**config.mk**
```make
export PLATFORM = sky130hd
export DESIGN_NAME = seq_bcd_display_flat
export DESIGN_NICKNAME = d
export VERILOG_FILES = /design/src/rtl/seq_disp_pkg.sv /design/src/rtl/seq_bcd_display_if.sv /design/src/rtl/bin2bcd_dd.sv /design/src/rtl/seq_bcd_display.sv /design/src/flat_wrapper.sv
export SDC_FILE = /design/constraint.sdc
export NUM_CORES = 1
export LEC_CHECK = 0
export CORE_MARGIN = 4
export CORE_UTILIZATION = 40
export CTS_CLUSTER_DIAMETER = 200
export DETAILED_ROUTE_END_ITERATION = 10
export PLACE_DENSITY_LB_ADDON = 0.1
export SYNTH_ARGS = -nofsm -noshare
export SYNTH_HDL_FRONTEND = slang
export SYNTH_SLANG_ARGS = --single-unit
```
**constraint.sdc**
```tcl
create_clock -name clk -period 2.33 [get_ports clk]
set_input_delay 0.466 -clock clk [delete_from_list [all_inputs] [get_ports clk]]
set_output_delay 0.466 -clock clk [all_outputs]
set_load 0.01 [all_outputs]
```
**src/rtl/seq_disp_pkg.sv**
```systemverilog
// seq_disp_pkg: shared FSM state, sizes and 7-segment decode for the BCD display path.
package seq_disp_pkg;
   localparam int NUM_DIGITS = 5;
   localparam int BCD_W      = 20;

   typedef enum logic {IDLE, CONV} state_t;

   // Segments {g,f,e,d,c,b,a}; codes 10-15 cannot come out of the converter and decode dark.
   function automatic logic [6:0] seg7(input logic [3:0] d);
      case (d)
         4'd0:    seg7 = 7'h3F;
         4'd1:    seg7 = 7'h06;
         4'd2:    seg7 = 7'h5B;
         4'd3:    seg7 = 7'h4F;
         4'd4:    seg7 = 7'h66;
         4'd5:    seg7 = 7'h6D;
         4'd6:    seg7 = 7'h7D;
         4'd7:    seg7 = 7'h07;
         4'd8:    seg7 = 7'h7F;
         4'd9:    seg7 = 7'h6F;
         default: seg7 = 7'h00;
      endcase
   endfunction
endpackage

```
**src/rtl/seq_bcd_display_if.sv**
```systemverilog
// seq_bcd_display_if: number/strobe inputs and display/BCD outputs of the display block.
interface seq_bcd_display_if;
   import seq_disp_pkg::*;
   logic [15:0]      value_in;
   logic             load;
   logic             blank_lz;
   logic [6:0]       seg;
   logic [4:0]       digit_sel;
   logic             busy;
   logic             bcd_valid;
   logic [BCD_W-1:0] bcd_out;

   modport master (output value_in, load, blank_lz,
                   input  seg, digit_sel, busy, bcd_valid, bcd_out);
   modport slave  (input  value_in, load, blank_lz,
                   output seg, digit_sel, busy, bcd_valid, bcd_out);
endinterface

```
**src/rtl/bin2bcd_dd.sv**
```systemverilog
// bin2bcd_dd: iterative double-dabble, 16 add-3/shift steps, one per enabled clock.
module bin2bcd_dd
   import seq_disp_pkg::*;
(
   input  logic             clk,
   input  logic             rst_n,
   input  logic             i_ena,
   input  logic             i_load,
   input  logic [15:0]      i_value,
   output logic             o_busy,
   output logic             o_done,
   output logic [BCD_W-1:0] o_bcd
);
   state_t      r_state, w_state_nx;
   logic [35:0] r_sr, w_sr_nx, w_adj, w_shl;
   logic [3:0]  r_iter, w_iter_nx;

   always_comb begin
      w_adj = r_sr;
      for (int i = 0; i < NUM_DIGITS; i++)
         w_adj[16+4*i +: 4] = r_sr[16+4*i +: 4] >= 4'd5 ? r_sr[16+4*i +: 4] + 4'd3 : r_sr[16+4*i +: 4];
   end

   assign w_shl  = w_adj << 1;
   assign o_busy = r_state == CONV;
   assign o_done = o_busy && r_iter == 4'd15;
   assign o_bcd  = w_shl[35:16];

   // A load accepted on the final step restarts straight away, giving back-to-back conversions.
   always_comb begin
      w_state_nx = r_state;
      w_sr_nx    = r_sr;
      w_iter_nx  = r_iter;
      if (i_load && (!o_busy || o_done)) begin
         w_state_nx = CONV;
         w_sr_nx    = {20'd0, i_value};
         w_iter_nx  = 4'd0;
      end else if (o_busy) begin
         w_state_nx = o_done ? IDLE : CONV;
         w_sr_nx    = w_shl;
         w_iter_nx  = r_iter + 4'd1;
      end
   end

   always_ff @(posedge clk or negedge rst_n)
      if (!rst_n) begin
         r_state <= IDLE;
         r_sr    <= '0;
         r_iter  <= '0;
      end else if (i_ena) begin
         r_state <= w_state_nx;
         r_sr    <= w_sr_nx;
         r_iter  <= w_iter_nx;
      end
endmodule

```
**src/rtl/seq_bcd_display.sv**
```systemverilog
// seq_bcd_display: converts strobed binary numbers to BCD and scans them onto a
// 5-digit multiplexed 7-segment display with optional leading-zero blanking.
module seq_bcd_display
   import seq_disp_pkg::*;
#(
   parameter int SCAN_DIV = 1024
)(
   input logic               clk,
   input logic               rst_n,
   input logic               ena,
   seq_bcd_display_if.slave  bus
);
   localparam int CW = $clog2(SCAN_DIV);

   logic                  w_busy, w_done, w_start, w_wrap, w_blank;
   logic [15:0]           w_start_val, r_pend_val;
   logic                  r_pend, r_valid;
   logic [BCD_W-1:0]      w_bcd, r_bcd;
   logic [CW-1:0]         r_cnt;
   logic [2:0]            r_idx, w_nidx;
   logic [4:0]            r_sel;
   logic [6:0]            r_seg;
   logic [3:0]            w_nib;
   logic [NUM_DIGITS-1:0] w_lz;

   // A pending value starts as soon as the converter can take it; a fresh load in IDLE wins.
   assign w_start     = w_busy ? (w_done && r_pend) : (bus.load || r_pend);
   assign w_start_val = (!w_busy && bus.load) ? bus.value_in : r_pend_val;

   bin2bcd_dd u_dd (
      .clk     (clk),
      .rst_n   (rst_n),
      .i_ena   (ena),
      .i_load  (w_start),
      .i_value (w_start_val),
      .o_busy  (w_busy),
      .o_done  (w_done),
      .o_bcd   (w_bcd)
   );

   always_comb begin
      w_lz    = '0;
      w_lz[4] = r_bcd[19:16] == 4'd0;
      for (int i = 3; i >= 0; i--)
         w_lz[i] = r_bcd[4*i +: 4] == 4'd0 && w_lz[i+1];
   end

   assign w_wrap  = r_cnt == CW'(SCAN_DIV - 1);
   assign w_nidx  = r_idx == 3'd4 ? 3'd0 : r_idx + 3'd1;
   assign w_nib   = 4'(r_bcd >> {w_nidx, 2'b00});
   assign w_blank = bus.blank_lz && w_nidx != 3'd0 && w_lz[w_nidx];

   always_ff @(posedge clk or negedge rst_n)
      if (!rst_n) begin
         r_pend     <= 1'b0;
         r_pend_val <= '0;
         r_bcd      <= '0;
         r_valid    <= 1'b0;
         r_cnt      <= '0;
         r_idx      <= '0;
         r_sel      <= 5'b00001;
         r_seg      <= 7'h3F;
      end else if (ena) begin
         r_pend     <= (w_busy && bus.load) || (r_pend && !w_start);
         r_pend_val <= (w_busy && bus.load) ? bus.value_in : r_pend_val;
         r_bcd      <= w_done ? w_bcd : r_bcd;
         r_valid    <= w_done;
         r_cnt      <= w_wrap ? '0 : r_cnt + 1'b1;
         // Select and segments move on the same edge so no digit ever shows a neighbour's pattern.
         if (w_wrap) begin
            r_idx <= w_nidx;
            r_sel <= 5'd1 << w_nidx;
            r_seg <= w_blank ? 7'h00 : seg7(w_nib);
         end
      end

   assign bus.busy      = w_busy;
   assign bus.bcd_valid = r_valid;
   assign bus.bcd_out   = r_bcd;
   assign bus.digit_sel = r_sel;
   assign bus.seg       = r_seg;
endmodule

```
**src/flat_wrapper.sv**
```systemverilog
// flat-port wrapper written by rule: the top's interface ports become plain ports
module seq_bcd_display_flat import seq_disp_pkg::*;
#(
   parameter int SCAN_DIV = 1024
)
  (clk, rst_n, ena, bus_value_in, bus_load, bus_blank_lz, bus_seg, bus_digit_sel, bus_busy, bus_bcd_valid, bus_bcd_out);
  seq_bcd_display_if bus_i ();
  input logic clk;
  input logic rst_n;
  input logic ena;
  input wire logic [$bits(bus_i.value_in)-1:0] bus_value_in;
  input wire logic [$bits(bus_i.load)-1:0] bus_load;
  input wire logic [$bits(bus_i.blank_lz)-1:0] bus_blank_lz;
  output wire logic [$bits(bus_i.seg)-1:0] bus_seg;
  output wire logic [$bits(bus_i.digit_sel)-1:0] bus_digit_sel;
  output wire logic [$bits(bus_i.busy)-1:0] bus_busy;
  output wire logic [$bits(bus_i.bcd_valid)-1:0] bus_bcd_valid;
  output wire logic [$bits(bus_i.bcd_out)-1:0] bus_bcd_out;
  assign bus_i.value_in = bus_value_in;
  assign bus_i.load = bus_load;
  assign bus_i.blank_lz = bus_blank_lz;
  assign bus_seg = bus_i.seg;
  assign bus_digit_sel = bus_i.digit_sel;
  assign bus_busy = bus_i.busy;
  assign bus_bcd_valid = bus_i.bcd_valid;
  assign bus_bcd_out = bus_i.bcd_out;
  seq_bcd_display #(.SCAN_DIV(SCAN_DIV)) u_core (.clk(clk), .rst_n(rst_n), .ena(ena), .bus(bus_i));
endmodule
```
==> results of run 1 <==
-- metrics by stage --
stage | instances | hold slack, ns
floorplan | 496 | 0.1704
global placement | 717 | 0.4483
detailed placement | 717 | 0.4501
CTS | 733 | 0.06430
global route | 740 | 0.07661
finish | 740 | 0.05989
-- cells in the final DEF (no fill, tap or decap), drive strengths merged, types with 2 or more instances in the layout --
cell type	count
nand3	22
and3	10
mux2i	23
dfstp	7
nand4	7
dfrtp	97
a21o	3
nand2b	7
clkinvlp	2
ha	19
xnor2	12
a22o	18
o31ai	4
a31o	2
o21ai	59
nor4	3
nor2	10
a21oi	18
clkdlybuf4s50	53
inv	20
nor3	5
clkinv	4
clkbuf	9
buf	29
nand2	45
xor2	3
nor3b	12
mux2	27
a22oi	15
a31oi	5
-- synth_stat cells, types with 5 or more instances --
cell,count
dfrtp_1,97
o21ai_0,55
nand2_1,45
mux2_2,27
mux2i_1,22
nand3_1,21
ha_1,19
inv_1,19
a21oi_1,18
a22o_1,18
clkbuf_1,18
a22oi_1,15
nor3b_1,12
xnor2_1,12
nor2_1,10
dfstp_2,7
and3_1,6
nand2b_1,6
nand4_1,6
buf_6,5
nor3_1,5
-- registers in the layout (all words and copies together), names as in the netlist --
| name | count |
|---|---|
| u_core.bus.bcd_out | 20 |
| u_core.bus.bcd_valid | 1 |
| u_core.bus.digit_sel | 5 |
| u_core.bus.seg | 7 |
| u_core.r_cnt | 10 |
| u_core.r_idx | 3 |
| u_core.r_pend | 1 |
| u_core.r_pend_val | 16 |
| u_core.u_dd.o_busy | 1 |
| u_core.u_dd.r_iter | 4 |
| u_core.u_dd.r_sr | 36 |
-- critical path: stages, from the launching register on --
cell,delay [ns]
dfrtp_1,0.40
inv_2,0.09
ha_4,0.25
and3_1,0.15
o21ai_1,0.14
a31oi_1,0.12
a31oi_2,0.32
ha_1,0.31
or2_0,0.22
a22o_1,0.19
-- power groups by stage --
stage | sequential, uW | clock (uW) | combinational [uW]
2_1_floorplan | 2750 | 0 | 1410
3_3_place_gp | 2850 | 0 | 2020
3_5_place_dp | 2860 | 0 | 2070
4_1_cts | 2840 | 1570 | 2090
5_1_grt | 2930 | 1650 | 2330
6_report | 2840 | 1510 | 2060
-- logic make-up (layout without fill, tap and decap cells) --
group	count (synthesis)	count (layout)
flip-flops	104	104
XOR/XNOR	15	15
multiplexers	50	50
buffers and inverters	46	118
AND/OR/NAND/NOR	127	127
adder cells (fa/ha/maj)	19	19
AO/OA/AOI/OAI	135	135
-- layout make-up --
class | count | area, um2 | share of cell area [%]
well taps | 172 | 215.2 | 3.287
multi-input cells | 346 | 2517 | 38.45
repair buffers | 82 | 830.8 | 12.69
clock inverters | 7 | 72.57 | 1.108
clock buffers | 9 | 225.2 | 3.440
flip-flops and latches | 104 | 2611 | 39.88
inverters | 20 | 75.07 | 1.147
-- timing repair --
action                     4_1_cts  5_1_grt
gates cloned                     0        0
pin swaps                        0        3
buffers inserted                 0        7
setup endpoints to repair        3        7
gates resized for setup          1        9
hold buffers                     0        0
-- per-layer routing --
metal,vias to the layer above,track usage [%],part of all wire (%)
li1,1932,-,-
met1,1963,21.61,44
met2,74,27.74,51
met3,6,4.666,4.4
met4,0,4.619,0.54
met5,-,0,0
-- worst paths after layout --
kind,slack [ns],cells after the start,end
worst max-delay path,0.08,9,u_core.bus.seg[1]
worst min-delay path,0.06,1,u_core.u_dd.r_sr[24]
worst max register to register,0.08,9,u_core.bus.seg[1]
worst min register to register,0.48,1,u_core.r_cnt[8]
max in group asynchronous,1.50,2,u_core.bus.seg[4]
min in group clk,0.48,1,u_core.r_cnt[8]
==> flow_summary.toml, run 1 <==
[setup_path]
critPathArrivalTime_ns = 2.53
crit_path_end_kind = "flip-flop"
worst-setup-path-type = "flip-flop to flip-flop"
timing.critical_path.from = "u_core.r_idx[1]"
cp.required_ns = 2.61
critical_register_to_register_path_startpoint = "u_core.r_idx[1]"
crit_path_start_kind = "flip-flop"
worstPathMaxFanout = 13

[floorplanning]
die_area_mm2 = 0.01511
io_pins = 55
floorplan.core_area_mm2 = 0.01277
num_rows = 41
fp.dieH_um = 122.9
starting_utilization_of_the_core_area_pct = 41.36
die_width_um = 122.9

[logic_synthesis]
synth_nets = 536
postSynth.asyncResetShare_pct = 100.0
ys_seq_area_share_pct = 49.43
synth-seq-cells = 104
yosysTopAreaCell = "dfrtp_1"
cell_count_after_synthesis = 496
synth_compound_gate_area_share_pct = 16.65
postSynthAreaPerCell_um2 = 10.65
synth-adder-area-share_pct = 4.500
postSynth.topFlopCell = "dfrtp_1"
synthMuxAreaShare_pct = 10.18
synth-edff-count = 0
post_synth_instance_area_mm2 = 0.005283
post_synth_num_cell_types = 55
synth_simple_gate_area_share_pct = 12.70
synth_largest_type_area_fraction_pct = 45.95
synth_top_family_by_area = "compound AO/OA/AOI/OAI gates"
synth_xor_xnor_area_share_pct = 2.487
ys_warn_count = 0
yosys-top-cells-area = "dfrtp_1, mux2_2, o21ai_0, ha_1, mux2i_1"

[placement]
dpl_cell_area_mm2 = 0.006156
detailedPlace.worstSlack_ns = -0.02258
place.port_buffers = 54
hpwlAfterDp_mm = 8.243
gpl.final_weighted_congestion = 0.8458

[timing]
final_hold_viol_count = 0
timing.slew.headroom_pct = 53.52
drv_slew = 0
finalSetupTns_ns = 0
setup_repair_after_global_routing_missed_its_margin = "false"
post-route-period-util_pct = 96.52
tightest_slew_ns = 0.6972
fin_worst_skew_ns = 0.004843
setup_viol_count_final = 0
timing.final.crit_period_ns = 2.249
worst_slack_ns = 0.08108
fmaxAchievable_ghz = 0.4447

[clocking]
total_cts_buffers = 9
tritoncts = "done"
clock-sinks = 104
cts.path.max_buffers = 2
clk_latency_ns = 0.35
clockRootBuffer = "clkbuf_16"
ctsHtreeMaxLevel = 3
path_clk_slew_ns = 0.07

[grt]
number_of_global_route_vias_before_repair = 3961
grt_max_degree = 40
antenna_violations_before_repair = 0
grt_remaining_overflow = 0
grt_pass1_wl_mm = 19.78
overall_global_routing_usage_pct = 16.76

[route]
drcViolationCount = 0
firstDrtPassIters = 4
vias = 3975
vias_per_cell = 5.372
wirelength_mm = 11.69
drtIter0Drc = 239
drt.antenna.violating_nets = 0
routedWlPerCell_um = 15.80

[pwr]
total_switching_power_uw = 2160
power.share.switching_pct = 33.71
power.share.clock_pct = 23.5
irDropWorstVdd_mv = 0.5763
power.combinational.fraction_pct = 32.2
power.leakage_uw = 0.002945
total_power_density_per_cell_area_mw_per_mm2 = 978.7
internal_power_uw = 4248
p_total_uw = 6408
share_of_power_burned_in_registers_pct = 44.3

[run_status]
outcome = "finished clean"

[cells_and_area]
num_antenna_cells = 0
drive_gt1_share_pct = 18.49
fin_area_mm2 = 0.006548
area_growth_pct = 23.95
num-nets-final = 603
fin_util_pct = 51.26
n_fill_cell = 1178

[hold_path]
hold_path.class = "input port to asynchronous set/reset pin"

[flow_run]
cap_viol_max_count = 0
Power figures use the tool's default switching activity.
==> run 2: changes to the inputs <==
--- a/config.mk
+++ b/config.mk
@@ -10,6 +10,7 @@
 export CTS_CLUSTER_DIAMETER = 200
 export DETAILED_ROUTE_END_ITERATION = 10
 export PLACE_DENSITY_LB_ADDON = 0.1
+export SKIP_CTS_REPAIR_TIMING = 1
 export SYNTH_ARGS = -nofsm -noshare
 export SYNTH_HDL_FRONTEND = slang
 export SYNTH_SLANG_ARGS = --single-unit
==> run 2 against run 1 <==
Against the previous run: via count about the same; count of clock-buffer cells in the layout unchanged; clock power about the same; largest power group unchanged; non-clock buffer count increased by 1; sequential share of layout area decreased by 0.17 points; design area increased by 0.42%; worst setup slack about the same.
==> flow_summary.toml, run 2 (same netlist as run 1, synthesis figures left out) <==
[run_status]
outcome = "finished clean"

[route]
routedWlPerCell_um = 15.90
vias_per_cell = 5.367
firstDrtPassIters = 4
wirelength_mm = 11.78
drt.antenna.violating_nets = 0
vias = 3977
drtIter0Drc = 265
drcViolationCount = 0

[grt]
antenna_violations_before_repair = 0
grt_remaining_overflow = 0
number_of_global_route_vias_before_repair = 3950
grt_pass1_wl_mm = 19.68
overall_global_routing_usage_pct = 16.66
grt_max_degree = 40

[timing]
worst_slack_ns = 0.08142
tightest_slew_ns = 0.6963
timing.slew.headroom_pct = 53.58
setup_viol_count_final = 0
fin_worst_skew_ns = 0.004919
finalSetupTns_ns = 0
post-route-period-util_pct = 96.51
drv_slew = 0
fmaxAchievable_ghz = 0.4447
final_hold_viol_count = 0
timing.final.crit_period_ns = 2.249

[placement]
hpwlAfterDp_mm = 8.243
place.port_buffers = 54
dpl_cell_area_mm2 = 0.006156
gpl.final_weighted_congestion = 0.8458
detailedPlace.worstSlack_ns = -0.02258

[floorplanning]
num_rows = 41
die_width_um = 122.9
floorplan.core_area_mm2 = 0.01277
starting_utilization_of_the_core_area_pct = 41.36
fp.dieH_um = 122.9
io_pins = 55
die_area_mm2 = 0.01511

[setup_path]
worst-setup-path-type = "flip-flop to flip-flop"
worst_path_dominant_cell_family = "compound AO/OA/AOI/OAI gates"
worst_path_max_delay_cell = "dfrtp_1"
crit_path_start_kind = "flip-flop"
critPathArrivalTime_ns = 2.53
timing.critical_path.buf_inv = 1
worstRegToRegCells = 9
critical_register_to_register_path_startpoint = "u_core.r_idx[0]"
crit-reg2reg-capture = "u_core.bus.seg[1]"
timing.reg2reg.setup_slack_ns = 0.08
crit_path_cell_trace = "inv_2 -> ha_4 -> and3_1 -> o21ai_1 -> a31oi_1 -> a31oi_2 -> ha_1 -> or2_0 -> a22o_1"
crit_path_end_kind = "flip-flop"
cpPeakStageDelay_ns = 0.41
cp.required_ns = 2.61
worstPathMaxFanout = 7

[cells_and_area]
area_growth_pct = 24.47
num_antenna_cells = 0
fin_area_mm2 = 0.006575
mostFrequentLayoutCell = "dfrtp_1"
ff_latch_area_mm2 = 0.002611
n_fill_cell = 1172
drive_gt1_share_pct = 18.98
max_flop_register = "u_core.u_dd.r_sr"
multi_input_comb_area_mm2 = 0.002540
num-nets-final = 604
fin_util_pct = 51.47
largest_register_ffs = 36
most-common-layout-cells = "dfrtp_1, o21ai_0, clkdlybuf4s50_1"

[clocking]
path_clk_slew_ns = 0.07
cts.path.max_buffers = 2
clock-sinks = 104
clockRootBuffer = "clkbuf_16"
total_cts_buffers = 9
clk_latency_ns = 0.35
ctsHtreeMaxLevel = 3
tritoncts = "done"

[pwr]
p_total_uw = 6412
power.leakage_uw = 0.002963
irDropWorstVdd_mv = 0.5762
total_power_density_per_cell_area_mw_per_mm2 = 975.3

[flow_run]
cap_viol_max_count = 0

[hold_path]
hold_path.class = "input port to asynchronous set/reset pin"
-- run 2: cell types whose count changed in the layout (fill, tap and decap cells not counted), sizes merged --
cell	delta
clkbuf	+1
-- run 2: routing by layer --
metal  GRT usage, %  wire length (um)  vias up
li1               -                 -     1933
met1          21.53              5181     1949
met2          27.54              5952       85
met3          4.666               528       10
met4          4.549               118        0
met5              0                 0        -
-- run 2: area by class of cell --
cell class,instances,area share [%]
flip-flops and latches,104,39.71
multi-input cells,346,38.63
repair buffers,83,12.71
clock buffers,9,3.425
well taps,172,3.273
inverters,20,1.142
clock inverters,7,1.104
-- run 2: worst max path at each step --
| stage | start | end | slack (ns) | depth (start not counted) |
|---|---|---|---|---|
| 6_report | u_core.r_idx[0] | u_core.bus.seg[1] | 0.08 | 9 |
| 5_1_grt | u_core.r_idx[0] | u_core.bus.seg[5] | -0.002 | 10 |
| 4_1_cts | u_core.r_idx[0] | u_core.bus.seg[5] | -0.03 | 12 |
| 3_5_place_dp | u_core.r_idx[0] | u_core.bus.seg[5] | -0.02 | 12 |
| 3_3_place_gp | u_core.r_idx[0] | u_core.bus.seg[6] | 0.07 | 11 |
| 2_1_floorplan | u_core.r_idx[0] | u_core.bus.seg[3] | 0.04 | 11 |
-- run 2: through the flow --
step | cells | hold slack, ns
floorplan | 496 | 0.1704
global placement | 717 | 0.4483
detailed placement | 717 | 0.4501
CTS | 733 | 0.06430
global route | 741 | 0.07661
finish | 741 | 0.06321
-- run 2: power by group --
group / internal (uW) / total (uW) / switching, uW / leakage (uW)
Sequential: 2330 / 2840 / 507 / 0.00132
Clock: 832 / 1510 / 678 / 0.000141
Combinational: 1080 / 2060 / 980 / 0.00150
